### config.mk
export PLATFORM = sky130hd
export DESIGN_NAME = fetch_unit
export DESIGN_NICKNAME = d
export VERILOG_FILES = /design/src/rtl/fetch_unit.sv
export SDC_FILE = /design/constraint.sdc
export NUM_CORES = 1
export LEC_CHECK = 0
export CORE_MARGIN = 4
export CORE_UTILIZATION = 30
export CTS_CLUSTER_SIZE = 30
export DETAILED_ROUTE_END_ITERATION = 16
export PLACE_DENSITY = 0.66
export SLEW_MARGIN = 10
export SYNTH_ARGS = -nofsm -noshare
export SYNTH_HDL_FRONTEND = slang
export SYNTH_SLANG_ARGS = --single-unit
### constraint.sdc
create_clock -name reloj -period 3.3 [get_ports reloj]
set_clock_uncertainty 0.1 [all_clocks]
set_input_delay 0.66 -clock reloj [delete_from_list [all_inputs] [get_ports reloj]]
set_output_delay 0.66 -clock reloj [all_outputs]
set_load 0.01 [all_outputs]
### src/rtl/fetch_unit.sv
// Instruction fetch stage: PC register, IF/ID latch and BOOT/RUN/HALT control.
// Optional FETCH_PERF_CNT_EN adds a saturating count of valid captures.
module fetch_unit #(
    parameter int          MEM_DEPTH   = 52,
    parameter logic [5:0]  HALT_OPCODE = 6'b111111
) (
    input  logic        reloj,
    input  logic        reset,
    input  logic        stall,
    input  logic        flush,
    input  logic        jump,
    input  logic [5:0]  jump_target,
    input  logic        branch_taken,
    input  logic [15:0] branch_offset,
    output logic [5:0]  imem_addr,
    input  logic [31:0] imem_data,
    output logic [31:0] ifid_instr,
    output logic [5:0]  ifid_pc_plus1,
    output logic        ifid_valid,
`ifdef FETCH_PERF_CNT_EN
    output logic [15:0] fetch_count,
`endif
    output logic        halted
);
    typedef enum logic [1:0] {BOOT, RUN, HALT} state_t;

    state_t      state, state_n;
    logic [5:0]  pc, pc_n, pc_seq, br_tgt, pcp1_n;
    logic [31:0] instr_n;
    logic        valid_n, cap;

    // Targets outside the populated memory fall back to address 0.
    function automatic logic [5:0] clamp(input logic [5:0] t);
        return ({26'd0, t} >= MEM_DEPTH) ? 6'd0 : t;
    endfunction

    assign pc_seq    = (pc == 6'(MEM_DEPTH - 1)) ? 6'd0 : pc + 6'd1;
    assign br_tgt    = clamp(ifid_pc_plus1 + branch_offset[5:0]);
    assign imem_addr = pc;
    assign halted    = (state == HALT);

    always_comb begin
        state_n = state;
        pc_n    = pc;
        instr_n = ifid_instr;
        pcp1_n  = ifid_pc_plus1;
        valid_n = ifid_valid;
        cap     = 1'b0;
        case (state)
            BOOT: begin
                state_n = RUN;
                valid_n = 1'b0;
            end
            RUN: begin
                if (jump) begin
                    pc_n    = clamp(jump_target);
                    valid_n = 1'b0;
                end else if (branch_taken) begin
                    pc_n    = br_tgt;
                    valid_n = 1'b0;
                end else if (stall) begin
                    if (flush) valid_n = 1'b0;
                end else if (flush) begin
                    pc_n    = pc_seq;
                    pcp1_n  = pc_seq;
                    instr_n = 32'd0;
                    valid_n = 1'b0;
                end else begin
                    // Normal capture; a halt word is still delivered valid.
                    cap     = 1'b1;
                    pc_n    = pc_seq;
                    pcp1_n  = pc_seq;
                    instr_n = imem_data;
                    valid_n = 1'b1;
                    if (imem_data[31:26] == HALT_OPCODE) state_n = HALT;
                end
            end
            HALT: valid_n = 1'b0;
            default: state_n = BOOT;
        endcase
    end

    always_ff @(posedge reloj) begin
        if (reset) begin
            state         <= BOOT;
            pc            <= 6'd0;
            ifid_instr    <= 32'd0;
            ifid_pc_plus1 <= 6'd0;
            ifid_valid    <= 1'b0;
        end else begin
            state         <= state_n;
            pc            <= pc_n;
            ifid_instr    <= instr_n;
            ifid_pc_plus1 <= pcp1_n;
            ifid_valid    <= valid_n;
        end
    end

`ifdef FETCH_PERF_CNT_EN
    always_ff @(posedge reloj) begin
        if (reset)                            fetch_count <= 16'd0;
        else if (cap && fetch_count != 16'hFFFF) fetch_count <= fetch_count + 16'd1;
    end
`endif
endmodule

==> summary.md, run 1 <==
| Metric | Value |
|---|---|
| Pre-antenna DRT Iters | 4 |
| Critical path's largest stage delay | 460 ps |
| Number of setup buffers added after CTS | 0 |
| Summed negative setup slack over all endpoints | 0 ps |
| Global router's overall resource usage | between 10 and 15% |
| Via count of the first global-routing pass | ~2.4k |
| Share of synthesized area occupied by flip-flops and latches | around two fifths |
| Total clock buffers created by CTS | 5 |
| Endpoint arrival time on the critical path | 2800 ps |
| Instance count of the mapped netlist | approximately 290 |
| Post-route design area | 3483 µm² |
| Area Overhead vs Synth | 47.61% |
| EDFF count, synth | 0 |
| Commonest cells post-synth | sky130_fd_sc_hd__dfxtp_1, sky130_fd_sc_hd__nand2_1, sky130_fd_sc_hd__a21oi_1 |
| Leakage | 0.001185 µW |
| Clk sink count | 47 |
| DP Wirelength | 4.975 mm |
| Final weighted congestion in routability-driven placement | 0.8573 |
| Number of vias in the routed layout | 2364 |
| Number of library cell types mapped by synthesis | 47 |
| HP Class | flip-flop to flip-flop |
| Final ANT Viol Nets | 0 |
| DR WL/cell | 14.22 µm |
| Antenna cell count | 0 |
| Ys Warns | 0 |
| Effective utilization at floorplan | 30.70% |
| Number of antenna violations at the first check in global routing | 0 |
| Hold Crit Start | ifid_instr[19]$_SDFFE_PP0P_ |
| Fraction of registers with async set or reset after synthesis | 0% |
| Power density over cell area | ~340 nW/µm² |
| Worst flop-to-flop path endpoint | imem_addr[1]$_SDFFE_PP0P_ |
| Vias per inst | approximately 4.9 |
| Unrepaired setup endpoints after global routing | no |
| DRC violations left | 0 |
| Most repeated cell in the gate-level netlist after synthesis | sky130_fd_sc_hd__dfxtp_1 |
| WHS Path Cells | 2 |
| Gates resized, CTS repair | 0 |
| Cell area after synthesis | around 2400 µm² |
| Clock edge transition at the registers on the reported setup and hold paths | 80 ps |
| Clock latency on the worst-skew pair | 290 ps |
| Post-layout net count | 445 |
| Critical Path, Cell by Cell | clkdlybuf4s50_1 > ha_1 > inv_1 > fa_1 > nand2b_1 > a21oi_1 > xnor2_1 > nor4_1 > buf_4 > o41ai_1 |
| Place WS | 273.2 ps |
| Total die area | between 9000 and 10000 µm² |
| Top area cells in the synthesized netlist | sky130_fd_sc_hd__dfxtp_1, sky130_fd_sc_hd__nand3b_1, sky130_fd_sc_hd__a21oi_1 |
| Final critical path time including I/O delays and setup | 2706 ps |
| Kind of end point of the critical path | flip-flop |
| Status | finished clean |
| Setup-failing EPs final | 0 |
| Setup ws final | approximately 590 ps |
| Drt total wl | 6.842 mm |
| Global-route wire length before repair | 11.59 mm |
| Maximum buffer depth of the clock tree | 2 |
| Worst Tran Pin Value | about 920 ps |
| Type of the worst setup path | input port to flip-flop |
| Maximum fanout count along the critical path | 5 |
| Slowest library cell on the worst path | sky130_fd_sc_hd__clkdlybuf4s50_1 |
| Data required time of the worst path | 3390 ps |
| Largest net degree at the start of global routing | 50 |
| Total of hold buffers inserted after clock tree synthesis | 0 |
| Period Utilization, post-route | 82.01% |
| Max H-tree Level | 2 |
| Slew margin rel. | between 30% and 40% |
| Placeable Area | 7687 µm² |
| Final Core Density | 45.31% |
| Sum of overflow across all layers after global routing | 0 |
| Syn Area/Cell | 8.194 µm² |
| Slew Viols, Final | 0 |
| Buffer cell driving the clock tree root | sky130_fd_sc_hd__clkbuf_8 |
| Reg-to-reg setup timing slack | between 1000 and 1500 ps |
| Worst supply voltage drop on vdd | 196.0 µV |
| I/O Pins | ~110 |
| Cell Area, Placed | around 3400 µm² |
| Placement row count | 32 |
| Vertical die dimension | 96.69 µm |
| Violation count after the first detailed-routing iteration | 102 |
| FF+latch count, synth | 47 |
| R2r worst-path depth | 9 |
| Highest clock frequency the design can meet | 0.3695 GHz |
| Fraction of post-synthesis cell area in the top cell type by area | 39.87% |
| Max-cap violations | 0 |
| Startpoint of the most critical register-to-register path | ifid_pc_plus1[0]$_SDFFE_PP0P_ |
| CTS tree | done |
| Cell taking the most area after synthesis | sky130_fd_sc_hd__dfxtp_1 |
| Final Hold Vio Count | 0 |
| Port bufs | 95 |
| Horizontal die dimension | 96.69 µm |
| Most used DFF post-synth | sky130_fd_sc_hd__dfxtp_1 |
| End of the worst hold path | ifid_instr[19]$_SDFFE_PP0P_ |
| Worst Setup Start Kind | input port |
| Syn_nets | 355 |
| Worst hold-check slack | 352.3 ps |
| Total of fill cells in the finished design | 779 |
| Proportion of layout cells with a drive suffix above 1 | 6.069% |
## report_power, final
part	internal (µW)	switching (µW)	total, µW	leakage (µW)
Sequential	581	18.1	599	0.000381
Combinational	121	94.7	216	0.000752
Clock	191	185	376	0.0000515
## per-stage QoR
step	total power (µW)	std cells
after global routing	1253	481
after detailed placement	828.6	473
after CTS	1208	481
after floorplan	711.2	288
final	1191	481
after global placement	827.0	473
## sequential cells by signal, indices dropped and copies added (netlist names)
register,count
ifid_pc_plus1,6
state,2
ifid_valid,1
ifid_instr,32
imem_addr,6
## layout make-up
type                    instances  area (µm²)  share of cell area (%)
clock buffers                   8       100.1                   2.874
inverters                       6       22.52                  0.6466
multi-input cells             217        1301                   37.36
flip-flops and latches         47       940.9                   27.01
well taps                     102       127.6                   3.664
repair buffers                101       991.0                   28.45
## layout by cell type (no fill, tap or decap), types with 6 or more instances in the layout
cell type	n
sky130_fd_sc_hd__nor2_1	19
sky130_fd_sc_hd__buf_4	6
sky130_fd_sc_hd__clkbuf_8	7
sky130_fd_sc_hd__ha_1	6
sky130_fd_sc_hd__a21oi_1	41
sky130_fd_sc_hd__inv_1	6
sky130_fd_sc_hd__clkdlybuf4s50_1	94
sky130_fd_sc_hd__dfxtp_1	47
sky130_fd_sc_hd__nand2_1	44
sky130_fd_sc_hd__nor3_1	8
sky130_fd_sc_hd__nand3b_1	32
## metal layers
layer,vias to the layer above,global-route usage (%),routed length (µm)
met3,9,4.326,444
met4,0,4.212,85
met2,76,23.62,3171
li1,1200,-,-
met1,1079,18.83,3141
met5,-,0,0
## worst max-delay path: cells and delay by family
family | cells | cell delay, ps
buffers and inverters | 3 | 670
xor gates and xnor gates | 1 | 180
and+or+nand+nor | 2 | 240
adders and majority gates | 2 | 550
AOI/OAI and AO/OA | 2 | 490
## how the worst max path moves through the flow
stage                           startpoint                        end  slack [ps]  cells past startpoint
final                     branch_offset[0]  imem_addr[1]$_SDFFE_PP0P_         590                     10
after global routing      branch_offset[0]  imem_addr[1]$_SDFFE_PP0P_         460                     10
after CTS                 branch_offset[0]  imem_addr[1]$_SDFFE_PP0P_         590                     10
after detailed placement  branch_offset[0]  imem_addr[1]$_SDFFE_PP0P_         270                     10
after global placement    branch_offset[0]  imem_addr[1]$_SDFFE_PP0P_         340                     10
after floorplan           branch_offset[0]  imem_addr[4]$_SDFFE_PP0P_         780                      8
## cell families (layout without fill, tap and decap cells)
logic type      after synthesis  in the layout  share of synthesized area, %
simple gates                132            132                         30.06
flops                        47             47                         39.87
xor+xnor                      4              4                         1.485
fa+ha+maj                     7              7                         4.030
buf+inv                      24            115                         5.090
compound gates               74             74                         19.46
No activity file was read; power rests on OpenSTA's default activity.
==> run 2: changes to the inputs <==
Settings changed: PLACE_DENSITY 0.66 to 0.68.
Clock period 3.3 ns to 2.2 ns, I/O delays scaled along.
==> summary.md, run 2 (synthesized netlist as in run 1, its figures left out) <==
| Metric | Value |
|---|---|
| Maximum buffer depth of the clock tree | 2 (unchanged) |
| Sum of overflow across all layers after global routing | 0 (unchanged) |
| Cell repeated most along the worst path | sky130_fd_sc_hd__buf_4 |
| Clk sink count | 47 (unchanged) |
| Endpoint arrival time on the critical path | 2290 ps (was 2800 ps) |
| Summed negative setup slack over all endpoints | 0 ps (unchanged) |
| Number of buffers and inverters on the critical path | 4 (was 3) |
| Placement row count | 32 (unchanged) |
| Number of antenna violations at the first check in global routing | 0 (unchanged) |
| Final weighted congestion in routability-driven placement | 0.8985 (was 0.8573) |
| Setup-failing EPs final | 0 (unchanged) |
| Total die area | 9349 µm² (unchanged) |
| Period Utilization, post-route | 98.85% |
| Beginning of the critical path | branch_offset[0] (unchanged) |
| Unrepaired setup endpoints after global routing | no (unchanged) |
| Largest net degree at the start of global routing | 39 (was 50) |
| Vertical die dimension | 96.69 µm (unchanged) |
| DR WL/cell | 14.51 µm (was 14.22 µm) |
| Data required time of the worst path | 2310 ps (was 3390 ps) |
| Slowest library cell on the worst path | sky130_fd_sc_hd__a211o_1 (was sky130_fd_sc_hd__clkdlybuf4s50_1) |
| Violation count after the first detailed-routing iteration | 106 (was 102) |
| Met2 track utilization from global routing | 27.02% (was 23.62%) |
| FF/Latch Area | 944.7 µm² (was 940.9 µm²) |
| Global router's overall resource usage | 15.38% (was 14.59%) |
| Effective utilization at floorplan | 30.70% (unchanged) |
| Reg-to-reg setup timing slack | 70 ps (was 1020 ps) |
| Top library cells by usage in the layout, fill and taps aside | sky130_fd_sc_hd__clkdlybuf4s50_1, sky130_fd_sc_hd__nand2_1, sky130_fd_sc_hd__dfxtp_1 (was sky130_fd_sc_hd__clkdlybuf4s50_1, sky130_fd_sc_hd__dfxtp_1, sky130_fd_sc_hd__nand2_1) |
| Proportion of layout cells with a drive suffix above 1 | 17.00% (was 6.069%) |
| Worst supply voltage drop on vdd | 293.5 µV (was 196.0 µV) |
| DP Wirelength | 5.373 mm (was 4.975 mm) |
| Layer with the highest usage | met2 (unchanged) |
| Total clock buffers created by CTS | 5 (unchanged) |
| Setup ws final | 25.41 ps (was 593.8 ps) |
| R2r worst-path depth | 10 (was 9) |
| HP Class | flip-flop to flip-flop (unchanged) |
| Worst setup path endpoint | imem_addr[3]$_SDFFE_PP0P_ (was imem_addr[1]$_SDFFE_PP0P_) |
| Worst flop-to-flop path endpoint | imem_addr[3]$_SDFFE_PP0P_ (was imem_addr[1]$_SDFFE_PP0P_) |
| Clock edge transition at the registers on the reported setup and hold paths | 80 ps (about the same) |
| Kind of end point of the critical path | flip-flop (unchanged) |
| Category of cells accounting for the largest share of critical-path delay | compound AO/OA/AOI/OAI gates (was buffers and inverters) |
| DRC violations left | 0 (unchanged) |
| Worst Setup Start Kind | input port (unchanged) |
| Slew margin rel. | 75.97% (was 38.87%) |
| Final ANT Viol Nets | 0 (unchanged) |
| CTS tree | done (unchanged) |
| Clock latency on the worst-skew pair | 290 ps (about the same) |
| Worst Tran Pin Value | 359.3 ps (was 916.9 ps) |
| Max H-tree Level | 2 (unchanged) |
| Horizontal die dimension | 96.69 µm (unchanged) |
| Leakage | 0.001393 µW (was 0.001185 µW) |
| Critical Path, Cell by Cell | dlygate4sd2_1 > ha_4 > buf_4 > a211o_1 > a21o_1 > a21oi_4 > buf_4 > nor4_4 > buf_4 > o32ai_2 (was clkdlybuf4s50_1 > ha_1 > inv_1 > fa_1 > nand2b_1 > a21oi_1 > xnor2_1 > nor4_1 > buf_4 > o41ai_1) |
| Place WS | -540.9 ps (was 273.2 ps) |
| Max-cap violations | 0 (unchanged) |
| Slew Viols, Final | 0 (unchanged) |
| Number of vias in the routed layout | 2473 (was 2364) |
| Total of hold buffers inserted after clock tree synthesis | 0 (unchanged) |
| Area Overhead vs Synth | 64.58% (was 47.61%) |
| Final Hold Vio Count | 0 (unchanged) |
| Power density over cell area | 526.1 nW/µm² (was 341.8 nW/µm²) |
| Maximum fanout count along the critical path | 5 (unchanged) |
| Highest clock frequency the design can meet | 0.4599 GHz |
| Via count of the first global-routing pass | 2525 (was 2364) |
| Buffer cell driving the clock tree root | sky130_fd_sc_hd__clkbuf_8 (unchanged) |
| Pre-antenna DRT Iters | 4 (unchanged) |
| Placeable Area | 7687 µm² (unchanged) |
| Post-layout net count | 472 (was 445) |
| Commonest non-fill, non-tap cell in the layout | sky130_fd_sc_hd__clkdlybuf4s50_1 (unchanged) |
| Status | finished clean (unchanged) |
| Final Core Density | 50.52% (was 45.31%) |
| Met3 usage | 4.254% (was 4.326%) |
| Vias per inst | 4.868 (was 4.915) |
| Flip-flop count of the largest register, all copies and words added | 32 (unchanged) |
| Total of fill cells in the finished design | 742 (was 779) |
| Drt total wl | 7.370 mm (was 6.842 mm) |
| Type of the worst setup path | input port to flip-flop (unchanged) |
| Final critical path time including I/O delays and setup | 2175 ps |
| Register bank with the most flops | ifid_instr (unchanged) |
| Antenna cell count | 0 (unchanged) |
| Multi-input gate area | 1431 µm² (was 1301 µm²) |
| I/O Pins | 106 (unchanged) |
| Fraction of met1 tracks used by global routing | 18.89% (was 18.83%) |
| Critical path's largest stage delay | 330 ps (was 460 ps) |
| Port bufs | 95 (unchanged) |
| Instance count on the critical path | 10 (unchanged) |
| Startpoint of the most critical register-to-register path | ifid_pc_plus1[0]$_SDFFE_PP0P_ (unchanged) |
| Global-route wire length before repair | 12.21 mm (was 11.59 mm) |
## run 2: cell count changes in the layout (fill, tap and decap cells not counted), sizes merged
cell           delta
clkinvlp          +1
clkbuf            -3
dlymetal6s2s      +2
clkdlybuf4s50     -4
buf              +27
dlygate4sd2       +2
bufinv            +2
## run 2: worst min path at each step
| stage | slack, ps | to | startpoint | cells after the start |
|---|---|---|---|---|
| after global routing | 370 | ifid_instr[4]$_SDFFE_PP0P_ | ifid_instr[4]$_SDFFE_PP0P_ | 2 |
| after detailed placement | 340 | ifid_instr[4]$_SDFFE_PP0P_ | ifid_instr[4]$_SDFFE_PP0P_ | 2 |
| final | 350 | ifid_instr[28]$_SDFFE_PP0P_ | ifid_instr[28]$_SDFFE_PP0P_ | 2 |
| after CTS | 360 | ifid_instr[28]$_SDFFE_PP0P_ | ifid_instr[28]$_SDFFE_PP0P_ | 2 |
| after floorplan | 380 | ifid_instr[3]$_SDFFE_PP0P_ | ifid_instr[3]$_SDFFE_PP0P_ | 2 |
| after global placement | 340 | ifid_instr[28]$_SDFFE_PP0P_ | ifid_instr[28]$_SDFFE_PP0P_ | 2 |
## run 2: layout make-up
class | instances | area share (%)
tap | 102 | 3.286
clock buffer | 5 | 1.772
multi-input combinational | 217 | 36.86
timing repair buffer | 128 | 31.44
inverter | 6 | 0.5799
clock inverter | 3 | 1.740
sequential | 47 | 24.32
## run 2: worst min-delay path, delay by kind of cell (launching register included)
family	cells	cell delay, ps
and+or+nand+nor	1	50
DFF	1	310
AOI/OAI and AO/OA	1	50
## run 2: layer usage
| layer | up-vias | routed length, µm |
|---|---|---|
| met5 | - | 0 |
| met2 | 66 | 3789 |
| li1 | 1260 | - |
| met4 | 0 | 48 |
| met3 | 4 | 430 |
| met1 | 1143 | 3102 |
## run 2: per-stage QoR
step / area (µm²) / power [µW] / std cells / hold slack, ps
after floorplan: 2366 / 1068 / 288 / 376.1
after global placement: 3587 / 1282 / 496 / 337.1
after detailed placement: 3587 / 1285 / 496 / 343.7
after CTS: 3787 / 2052 / 505 / 356.0
after global routing: 3884 / 2152 / 508 / 369.5
final: 3884 / 2043 / 508 / 352.2
## run 2: power breakdown
| group | switching [µW] | internal (µW) |
|---|---|---|
| clock network | 287 | 453 |
| logic | 171 | 232 |
| registers | 27.9 | 872 |
## run 2: repair_timing
action	4_1_cts	5_1_grt
endpoints found under the hold margin	0	0
pin swaps	9	8
setup endpoints to repair	6	7
gates resized for setup	15	12
buffers inserted	2	3
==> run 3: changes to the inputs <==
Settings changed: CORE_MARGIN 4 to default, PLACE_DENSITY 0.68 to 0.59.
==> summary.md, run 3 (synthesized netlist as in run 1, its figures left out) <==
| Metric | Value |
|---|---|
| Status | finished clean (unchanged) |
| I/O Pins | 106 (unchanged) |
| Worst Setup Start Kind | input port (unchanged) |
| Type of the worst setup path | input port to flip-flop (unchanged) |
| Proportion of layout cells with a drive suffix above 1 | 17.49% (was 17.00%) |
| Number of buffers and inverters on the critical path | 3 (was 4) |
| Sequential power share | 45.2% (was 44.0%) |
| Slowest library cell on the worst path | sky130_fd_sc_hd__or3_4 (was sky130_fd_sc_hd__a211o_1) |
| Summed negative setup slack over all endpoints | 0 ps (unchanged) |
| Via count of the first global-routing pass | 2440 (was 2525) |
| Data required time of the worst path | 2320 ps (was 2310 ps) |
| Place WS | -615.0 ps (was -540.9 ps) |
| Leakage | 0.001359 µW (was 0.001393 µW) |
| Final weighted congestion in routability-driven placement | 0.8559 (was 0.8985) |
| Final Hold Vio Count | 0 (unchanged) |
| Period Utilization, post-route | 95.97% (was 98.85%) |
| Post-layout net count | 472 (unchanged) |
| Total clock buffers created by CTS | 5 (unchanged) |
| Clock group share of total power | 34.7% (was 36.2%) |
| Top library cells by usage in the layout, fill and taps aside | sky130_fd_sc_hd__clkdlybuf4s50_1, sky130_fd_sc_hd__dfxtp_1, sky130_fd_sc_hd__nand2_1 (was sky130_fd_sc_hd__clkdlybuf4s50_1, sky130_fd_sc_hd__nand2_1, sky130_fd_sc_hd__dfxtp_1) |
| Max-cap violations | 0 (unchanged) |
| Power density over cell area | 517.7 nW/µm² (was 526.1 nW/µm²) |
| Category of cells accounting for the largest share of critical-path delay | simple AND/OR/NAND/NOR gates (was compound AO/OA/AOI/OAI gates) |
| Switching power | 513.2 µW (was 486.4 µW) |
| Number of vias in the routed layout | 2492 (was 2473) |
| Drt total wl | 7.431 mm (was 7.370 mm) |
| Slew Viols, Final | 0 (unchanged) |
| Clock latency on the worst-skew pair | 300 ps (was 290 ps) |
| Slew margin rel. | 75.19% (was 75.97%) |
| Antenna cell count | 0 (unchanged) |
| Effective utilization at floorplan | 31.85% (was 30.70%) |
| Buffer cell driving the clock tree root | sky130_fd_sc_hd__clkbuf_8 (unchanged) |
| Commonest non-fill, non-tap cell in the layout | sky130_fd_sc_hd__clkdlybuf4s50_1 (unchanged) |
| Worst Tran Pin Value | 371.7 ps (was 359.3 ps) |
| Setup-failing EPs final | 0 (unchanged) |
| DP Wirelength | 5.439 mm (was 5.373 mm) |
| Placeable Area | 7408 µm² (was 7687 µm²) |
| Final critical path time including I/O delays and setup | 2111 ps (was 2175 ps) |
| Pre-antenna DRT Iters | 4 (unchanged) |
| Global-route wire length before repair | 12.15 mm (was 12.21 mm) |
| Critical Path, Cell by Cell | dlygate4sd2_1 > ha_4 > inv_2 > fa_2 > nand2b_4 > a21oi_4 > xnor2_2 > buf_4 > or3_4 > o32ai_2 (was dlygate4sd2_1 > ha_4 > buf_4 > a211o_1 > a21o_1 > a21oi_4 > buf_4 > nor4_4 > buf_4 > o32ai_2) |
| Port bufs | 95 (unchanged) |
| Largest net degree at the start of global routing | 39 (unchanged) |
| Register bank with the most flops | ifid_instr (unchanged) |
| Share of total power consumed by net switching | 25.82% (was 23.81%) |
| Max H-tree Level | 2 (unchanged) |
| Internal Pwr Total | 1475 µW (was 1557 µW) |
| Area Overhead vs Synth | 62.73% (was 64.58%) |
| Final Core Density | 51.83% (was 50.52%) |
| Endpoint arrival time on the critical path | 2230 ps (was 2290 ps) |
| Final ANT Viol Nets | 0 (unchanged) |
| Vias per inst | 4.935 (was 4.868) |
| Kind of end point of the critical path | flip-flop (unchanged) |
| Number of antenna violations at the first check in global routing | 0 (unchanged) |
| Total die area | 8225 µm² (was 9349 µm²) |
| Total power | 1988 µW (was 2043 µW) |
| Total of hold buffers inserted after clock tree synthesis | 0 (unchanged) |
| Horizontal die dimension | 90.69 µm (was 96.69 µm) |
| Unrepaired setup endpoints after global routing | no (unchanged) |
| CTS tree | done (unchanged) |
| Clk sink count | 47 (unchanged) |
| Vertical die dimension | 90.69 µm (was 96.69 µm) |
| Maximum fanout count along the critical path | 2 (was 5) |
| Setup ws final | 88.68 ps (was 25.41 ps) |
| DR WL/cell | 14.71 µm (was 14.51 µm) |
| Clock edge transition at the registers on the reported setup and hold paths | 90 ps (was 80 ps) |
| Highest clock frequency the design can meet | 0.4736 GHz (was 0.4599 GHz) |
| Placement row count | 31 (was 32) |
| DRC violations left | 0 (unchanged) |
| Flip-flop count of the largest register, all copies and words added | 32 (unchanged) |
| HP Class | input port to flip-flop (was flip-flop to flip-flop) |
| Worst supply voltage drop on vdd | 256.8 µV (was 293.5 µV) |
| Critical path's largest stage delay | 380 ps (was 330 ps) |
| Global router's overall resource usage | 18.35% (was 15.38%) |
| Maximum buffer depth of the clock tree | 2 (unchanged) |
| Share of power burned in combinational logic | 20.2% (was 19.7%) |
| Violation count after the first detailed-routing iteration | 109 (was 106) |
| Sum of overflow across all layers after global routing | 0 (unchanged) |
[run 3: final timing paths]
path                                 end  cells after the start                     startpoint  slack (ps)
max            imem_addr[4]$_SDFFE_PP0P_                     10               branch_offset[0]          90
max reg2reg    imem_addr[4]$_SDFFE_PP0P_                      9  ifid_pc_plus1[0]$_SDFFE_PP0P_          90
min reg2reg  ifid_instr[14]$_SDFFE_PP0P_                      2    ifid_instr[14]$_SDFFE_PP0P_         350
min            imem_addr[3]$_SDFFE_PP0P_                      2                          reset         320
[run 3: final cells by class]
cell class                 count  area, µm²
clock inverter                 2      38.79
sequential                    47      943.4
multi-input combinational    217       1425
timing repair buffer         128       1204
tap                           99      123.9
inverter                       6      22.52
fill                         722       3568
clock buffer                   6      82.58
[run 3: stage by stage]
step | instance area (µm²) | hold slack [ps] | std cells
after floorplan | 2366 | 376.1 | 288
after global placement | 3593 | 337.8 | 496
after detailed placement | 3593 | 342.4 | 496
after CTS | 3801 | 311.3 | 505
after global routing | 3840 | 341.5 | 505
final | 3840 | 323.2 | 505
[run 3: per-layer routing]
layer | up-vias | routed length [µm] | track usage (%)
met1 | 1165 | 3382 | 23.87
met5 | - | 0 | 0
met4 | 0 | 114 | 6.048
li1 | 1255 | - | -
met3 | 7 | 290 | 3.367
met2 | 65 | 3643 | 30.43
[run 3: repair_timing]
| item | CTS | global route |
|---|---|---|
| pin swaps | 8 | 8 |
| gates resized for setup | 20 | 7 |
| endpoints found under the setup margin | 6 | 5 |
| cloned | 0 | 0 |
| buffers inserted | 1 | 0 |
[run 3: power by group through the flow]
stage	registers [µW]	clock network, µW	logic [µW]
6_report	898	689	401
5_1_grt	901	746	434
4_1_cts	896	705	397
3_5_place_dp	915	0	378
3_3_place_gp	916	0	373
2_1_floorplan	919	0	149
[run 3: worst reg2reg max path, stage by stage, from the launching register on]
cell	delay, ps
sky130_fd_sc_hd__dfxtp_2	360
sky130_fd_sc_hd__ha_4	140
sky130_fd_sc_hd__inv_2	30
sky130_fd_sc_hd__fa_2	350
sky130_fd_sc_hd__nand2b_4	150
sky130_fd_sc_hd__a21oi_4	160
sky130_fd_sc_hd__xnor2_2	100
sky130_fd_sc_hd__buf_4	140
sky130_fd_sc_hd__or3_4	380
sky130_fd_sc_hd__o32ai_2	100
